<file path="src/rtl/in_debouncer_pkg.sv">
// ---------------------------------------------------------------------------
// in_debouncer_pkg
//   Shared types and defaults for the input debouncer slice.
//   - state_t      : 2-bit FSM encoding. Bit 1 is the accepted (clean)
//                    level, bit 0 marks a qualification in progress, so the
//                    outputs decode straight from the state flops.
//   - DB_CYCLES_DEF: default qualification length in synchronized cycles.
//   - CNT_W_DEF    : default stability counter width.
// ---------------------------------------------------------------------------
package in_debouncer_pkg;

  typedef enum logic [1:0] {
    LOW    = 2'd0,
    WAIT_H = 2'd1,
    HIGH   = 2'd2,
    WAIT_L = 2'd3
  } state_t;

  localparam int DB_CYCLES_DEF = 4;
  localparam int CNT_W_DEF     = 8;

  // Accepted level carried by a state: LOW/WAIT_H hold 0, HIGH/WAIT_L hold 1.
  function automatic logic state_level(input state_t s);
    return s[1];
  endfunction

  // True while a candidate level is being qualified.
  function automatic logic state_busy(input state_t s);
    return s[0];
  endfunction

endpackage

</file>
<file path="src/rtl/in_debouncer_sync_2ff.sv">
// ---------------------------------------------------------------------------
// sync_2ff
//   Two-flop synchronizer for a single asynchronous bit.
//   Ports:
//     Clk   - rising-edge clock
//     Reset - synchronous, active-high; clears both stages
//     d     - asynchronous input
//     q     - synchronized output (second stage)
// ---------------------------------------------------------------------------
module sync_2ff (
  input  logic Clk,
  input  logic Reset,
  input  logic d,
  output logic q
);

  logic r_s1;
  logic r_s2;

  // r_s1 may go metastable; only r_s2 is allowed to fan out.
  always_ff @(posedge Clk) begin
    if (Reset) begin
      r_s1 <= 1'b0;
      r_s2 <= 1'b0;
    end else begin
      r_s1 <= d;
      r_s2 <= r_s1;
    end
  end

  assign q = r_s2;

endmodule

</file>
<file path="src/rtl/in_debouncer.sv">
// ---------------------------------------------------------------------------
// in_debouncer
//   Synchronizes and debounces a bouncy serial input bit before it feeds the
//   sequence-detector FSM. A new level is accepted only after the
//   synchronized input has differed from the current clean level for
//   DB_CYCLES consecutive clock edges; any reversal in between restarts
//   qualification from zero.
//   Parameters:
//     DB_CYCLES - qualification length, 1..255
//     CNT_W     - counter width, 2**CNT_W > DB_CYCLES
//   Ports:
//     Clk      - rising-edge system clock
//     Reset    - synchronous, active-high reset
//     raw_in   - asynchronous, bouncy input
//     in_clean - debounced, synchronized level
//     rise     - one-cycle pulse on the first cycle in_clean reads 1
//     fall     - one-cycle pulse on the first cycle in_clean reads 0
//     busy     - high while a candidate level change is being qualified
// ---------------------------------------------------------------------------
module in_debouncer
  import in_debouncer_pkg::*;
#(
  parameter int DB_CYCLES = DB_CYCLES_DEF,
  parameter int CNT_W     = CNT_W_DEF
) (
  input  logic Clk,
  input  logic Reset,
  input  logic raw_in,
  output logic in_clean,
  output logic rise,
  output logic fall,
  output logic busy
);

  // Elaboration-time parameter sanity checks.
  if (DB_CYCLES < 1 || DB_CYCLES > 255) begin : g_bad_db_cycles
    $error("in_debouncer: DB_CYCLES=%0d outside 1..255", DB_CYCLES);
  end
  if (CNT_W < 1 || CNT_W > 31 || (1 << CNT_W) <= DB_CYCLES) begin : g_bad_cnt_w
    $error("in_debouncer: CNT_W=%0d too narrow for DB_CYCLES=%0d", CNT_W, DB_CYCLES);
  end

  // Count value at which the next differing edge completes qualification.
  localparam logic [CNT_W-1:0] LP_LAST      = CNT_W'(DB_CYCLES - 1);
  // With a single-cycle window the stable states toggle directly and the
  // WAIT states are never entered.
  localparam bit               LP_IMMEDIATE = (DB_CYCLES == 1);

  logic             w_s2;
  logic             w_diff;
  logic             w_in_clean;
  logic             w_busy;

  state_t           r_state;
  logic [CNT_W-1:0] r_cnt;
  logic             r_rise;
  logic             r_fall;

  state_t           w_nxt_state;
  logic [CNT_W-1:0] w_nxt_cnt;
  logic             w_nxt_rise;
  logic             w_nxt_fall;

  // -------------------------------------------------------------------------
  // Synchronizer: nothing below touches raw_in directly.
  // -------------------------------------------------------------------------
  sync_2ff u_sync (
    .Clk   (Clk),
    .Reset (Reset),
    .d     (raw_in),
    .q     (w_s2)
  );

  assign w_diff = w_s2 ^ w_in_clean;

  // -------------------------------------------------------------------------
  // State register (also holds counter and edge pulses).
  // -------------------------------------------------------------------------
  always_ff @(posedge Clk) begin
    if (Reset) begin
      r_state <= LOW;
      r_cnt   <= '0;
      r_rise  <= 1'b0;
      r_fall  <= 1'b0;
    end else begin
      r_state <= w_nxt_state;
      r_cnt   <= w_nxt_cnt;
      r_rise  <= w_nxt_rise;
      r_fall  <= w_nxt_fall;
    end
  end

  // -------------------------------------------------------------------------
  // Next-state logic.
  // Entering a WAIT state already counts the first differing edge (cnt=1),
  // so the toggle lands on the DB_CYCLES-th consecutive differing edge.
  // The counter only advances while cnt < LP_LAST and is cleared on every
  // exit from a WAIT state, so it can neither exceed LP_LAST nor wrap.
  // -------------------------------------------------------------------------
  always_comb begin
    w_nxt_state = r_state;
    w_nxt_cnt   = r_cnt;
    w_nxt_rise  = 1'b0;
    w_nxt_fall  = 1'b0;

    unique case (r_state)
      LOW: begin
        w_nxt_cnt = '0;
        if (w_diff) begin
          if (LP_IMMEDIATE) begin
            w_nxt_state = HIGH;
            w_nxt_rise  = 1'b1;
          end else begin
            w_nxt_state = WAIT_H;
            w_nxt_cnt   = CNT_W'(1);
          end
        end
      end

      HIGH: begin
        w_nxt_cnt = '0;
        if (w_diff) begin
          if (LP_IMMEDIATE) begin
            w_nxt_state = LOW;
            w_nxt_fall  = 1'b1;
          end else begin
            w_nxt_state = WAIT_L;
            w_nxt_cnt   = CNT_W'(1);
          end
        end
      end

      WAIT_H: begin
        if (!w_diff) begin
          // Glitch: back to the old level, no credit kept, no pulse.
          w_nxt_state = LOW;
          w_nxt_cnt   = '0;
        end else if (r_cnt >= LP_LAST) begin
          w_nxt_state = HIGH;
          w_nxt_cnt   = '0;
          w_nxt_rise  = 1'b1;
        end else begin
          w_nxt_cnt   = r_cnt + CNT_W'(1);
        end
      end

      WAIT_L: begin
        if (!w_diff) begin
          w_nxt_state = HIGH;
          w_nxt_cnt   = '0;
        end else if (r_cnt >= LP_LAST) begin
          w_nxt_state = LOW;
          w_nxt_cnt   = '0;
          w_nxt_fall  = 1'b1;
        end else begin
          w_nxt_cnt   = r_cnt + CNT_W'(1);
        end
      end

      default: begin
        w_nxt_state = LOW;
        w_nxt_cnt   = '0;
      end
    endcase
  end

  // -------------------------------------------------------------------------
  // Output decode. The encoding puts the clean level in bit 1 and the
  // qualifying flag in bit 0, so both outputs come straight off flops and
  // reset to 0 together with the state.
  // -------------------------------------------------------------------------
  always_comb begin
    w_in_clean = state_level(r_state);
    w_busy     = state_busy(r_state);
  end

  assign in_clean = w_in_clean;
  assign busy     = w_busy;
  assign rise     = r_rise;
  assign fall     = r_fall;

endmodule

</file>
<file path="config.mk">
export PLATFORM = sky130hd
export DESIGN_NAME = in_debouncer
export DESIGN_NICKNAME = d
export VERILOG_FILES = /design/src/rtl/in_debouncer_pkg.sv /design/src/rtl/in_debouncer_sync_2ff.sv /design/src/rtl/in_debouncer.sv
export SDC_FILE = /design/constraint.sdc
export NUM_CORES = 1
export LEC_CHECK = 0
export ABC_AREA = 1
export CORE_AREA = 2 2 39 41
export CTS_BUF_LIST = sky130_fd_sc_hd__clkbuf_8 sky130_fd_sc_hd__clkbuf_16
export DETAILED_ROUTE_END_ITERATION = 12
export DIE_AREA = 0 0 41 43
export SLEW_MARGIN = 30
export SYNTH_ARGS = -nofsm -noshare
export SYNTH_HDL_FRONTEND = slang
export SYNTH_SLANG_ARGS = --single-unit
export TNS_END_PERCENT = 100
</file>
<file path="constraint.sdc">
create_clock -name Clk -period 0.9 [get_ports Clk]
set_input_delay 0.225 -clock Clk [delete_from_list [all_inputs] [get_ports Clk]]
set_output_delay 0.225 -clock Clk [all_outputs]
set_load 0.005 [all_outputs]
</file>
* Word level (Yosys, flattened, before mapping) *
Index checks and enable logic that the tools add are counted.

operators by class
  magnitude comparators = 1
  $add $sub $neg = 1
  muxes and demuxes = 13
  bitwise gates (word level) = 3
  reductions and logical operators = 6
  equal/unequal tests = 7

operators by type and width
  operator                                             number
  two-way mux 8 bit                                    2
  case mux 8 bit (2 select lines)                      1
  two-way mux 2 bit                                    6
  adder 8 x 1 -> 8 bit, second input constant          1
  >= comparator 8 x 2 -> 1 bit, second input constant  1
  case mux 2 bit (4 select lines)                      1
  OR reduction 2 bit                                   4
  inequality test 3 bit, second input constant         2
  equality test 2 bit, second input constant           2
  inequality test 2 bit, second input constant         2
  AND reduction 4 bit                                  1
  two-way mux 1 bit                                    3
  equality test 2 x 1 -> 1 bit, second input constant  1
  logical NOT 2 bit                                    1
  NOT 1 bit                                            2
  XOR 1 bit                                            1

word-level totals
  output and inout port bits = 4
  bits of input ports = 3
  bits in registers = 14
  word-level logic and storage cells = 37

* Longest topological paths before layout *
  depth after elaboration = 4
  depth in mapped cells = 7
  gate-level depth less buffers = 7

* By module *
From an unflattened synthesis, not the netlist that was laid out.

second synthesis, totals
  cells, all modules = 47
  area, all modules = 441.7 um2

by module, submodules not included
  module        cells an instance  seq. area each (um2)  instances  area an instance (um2)
  in_debouncer  41                 240.2                 1          386.6
  sync_2ff      6                  40.0                  1          55.1

* Least setup slack after synthesis *
Ideal clock, no wire load.

  path type = flip-flop to flip-flop
  from = register r_cnt[0]
  to = register r_rise, in the netlist rise
  setup time = 0.118 ns
  path slack = -0.144 ns
  clock period less this slack = 1.044 ns
  stages on the path, launching flop included = 8
  path buffers = 0
  data arrival time = 0.925 ns
  data required time = 0.782 ns
  path through = dfxtp_1 -> ha_1 -> inv_1 -> nand2_1 -> o21ai_2 -> inv_1 -> nand2_1 -> nor2_1

on the way
  longest elaborated chain between the ends = 3

RTL lines
  element                       line                 RTL
  start: declaration            in_debouncer.sv:55   logic [CNT_W-1:0] r_cnt;
  start signal: assignment      in_debouncer.sv:87   r_cnt <= w_nxt_cnt;
  >= comparator 8 x 2 -> 1 bit  in_debouncer.sv:138  end else if (r_cnt >= LP_LAST) begin
  two-way mux 1 bit             in_debouncer.sv:138
  two-way mux 1 bit             in_debouncer.sv:134  if (!w_diff) begin
  end signal: assignment        in_debouncer.sv:88   r_rise <= w_nxt_rise;
  end: declaration              in_debouncer.sv:56   logic r_rise;

Every way passes these cells.
A chain may end at the register's enable or synchronous reset.

==> results.txt <==
Yosys warnings - 0
CP max FO - 4
Die Wd - 41 µm
CTS clk-pin slew, worst paths - 0.06 ns
DR WL/cell - 8.11 µm
Avg Cell Area, Syn - 9.10 µm²
CP required - 1.03 ns
failing checks - negative setup slack
Power per Cell Area - 2110 nW/µm²
die area - 1760 µm²
Initial Util - 0.316
share of cells above drive strength 1 - 0.348
worst skew pair latency - 0.24 ns
HPWL after DPL - 436 µm
post-cts hold buffer count - 0
Syn Inst Count - 48
launching element type of the critical path - flop
antenna violations before repair - 0
FMAX - 967 MHz
final number of setup-violating endpoints - 7
vias in the first global route - 274
P_int - 1.07 mW
routed wire length - 665 µm
hold slack - 0.415 ns
final hold violations - 0
Final GP Congestion - 0.630
clk_skew - 0.00115 ns
htree depth - 1
antenna fix cells - 0
core area - 1380 µm²
Net Sw Power - 0.261 mW
switching share of total power - 0.196
post-synthesis sequential area ratio - 0.642
GRT Total Usage - 0.101
outcome - complete, but fails checks
placed cell area - 561 µm²
Final Core Density - 0.458
total grt overflow - 0
first-pass GRT wire length - 1080 µm
Max IR drop VDD - 1.04 mV
Gate power share - 0.060
Hold Crit Class - reg -> reg
mapped cell area - 437 µm²
Via Count - 299
Max Root-Sink Buffers - 2
Residual DRC - 0
Vias/cell - 3.65
root buffer cell - clkbuf_8
total CTS buffers - 3
cell area after layout - 633 µm²
row count - 14
die height - 43 µm
Arr. time, crit path - 1.17 ns
fin crit period - 1.03 ns
postcts setup bufs - 0
dpl ws - -0.324 ns
boundary pin count - 7
First DRT Iteration DRCs - 0
router iterations before antenna repair - 1
final worst-path cycle share - 1.15
Crit Path Category - reg -> reg
area delta synth->final - 45.0%
clock network power share - 0.446
final setup margin - -0.134 ns
nets - 71
port bufs - 6
Clock Sinks - 14
Final ANT Viol Nets - 0
Pleak - 0.304 nW
maximum number of pins on one net before global-route repair - 9
setup TNS - -0.632 ns
unrepaired setup endpoints after global routing - true
Max-cap violations - 0
FF+latch count, synth - 14
Yosys cell types - 11
type of destination of the critical path - flop
sequential group share of total power - 0.494
max-slew violations - 0
CTS tree - done
-- layer usage --
| layer | up-vias | routed length, µm | track usage |
|---|---|---|---|
| met3 | 2 | 28 | 0.0471 |
| met1 | 123 | 282 | 0.0927 |
| met4 | 0 | 14 | 0.100 |
| met2 | 6 | 339 | 0.150 |
| li1 | 168 | - | - |
| met5 | - | 0 | 0 |
-- cell type report --
type	instances	area [µm²]
clock buffer	4	55.1
fill	144	751
inverter	8	30.0
multi-input combinational	31	180
sequential	14	285
tap	16	20.0
timing repair buffer	9	62.6
-- state kept, by name, summed over array words and instances (netlist names), named ones only --
| signal | count |
|---|---|
| u_sync.r_s1 | 1 |
| r_state | 1 |
| fall | 1 |
| rise | 1 |
| u_sync.q | 1 |
| r_cnt | 8 |
-- critical path: stages, from the launching register on --
cell,delay (ns)
dfxtp_2,0.33
ha_4,0.15
inv_2,0.06
nand2_4,0.05
o21ai_4,0.16
nand2_1,0.07
nand2_1,0.06
nor2_1,0.04
-- path summary, 6_finish.rpt --
path | endpoint | cells past startpoint | from | slack, ns
setup / recovery | flop | 7 | r_cnt[0] | -0.13
hold / removal | u_sync.q | 2 | u_sync.r_s1 | 0.41
setup reg to reg | flop | 7 | r_cnt[0] | -0.13
hold reg to reg | u_sync.q | 2 | u_sync.r_s1 | 0.41
-- per-stage QoR --
stage	power, mW	cells
finish	1.34	82
global route	1.40	82
detailed placement	0.744	78
floorplan	0.706	53
global placement	0.741	78
CTS	1.35	82
-- power by group through the flow --
stage	Combinational (mW)	Clock [mW]	Sequential [mW]
floorplan	0.0347	0	0.671
global placement	0.0732	0	0.668
detailed placement	0.0746	0	0.670
CTS	0.0746	0.617	0.658
global route	0.0903	0.650	0.661
finish	0.0808	0.595	0.659
-- cells in the final DEF, fill, tap and decap left out, drive strengths merged, types with 2 or more instances in the layout --
cell type / instances
clkbuf: 4
nand2: 9
conb: 6
clkdlybuf4s50: 2
buf: 7
dfxtp: 14
nor2: 12
inv: 8
-- cells in the mapped netlist (all sizes together) --
master,count,share of area
o21ai,1,0.020
inv,8,0.069
a21oi,1,0.011
conb,1,0.0086
nand2,9,0.083
nor2,12,0.11
dfxtp,14,0.64
nor3b,1,0.029
ha,1,0.029
-- cells by family (layout without fill, tap and decap cells) --
family | Yosys count | after routing | synth area share
simple gates | 22 | 22 | 0.221
flops | 14 | 14 | 0.642
buf+inv | 8 | 21 | 0.0688
compound gates | 2 | 2 | 0.0315
fa+ha+maj | 1 | 1 | 0.0286
other cells | 1 | 6 | 0.00859
-- repair_timing --
item / in CTS / in global routing
pin swaps: 2 / 4
setup endpoints to repair: 10 / 8
resized for setup: 23 / 4
Power figures use the tool's default switching activity.
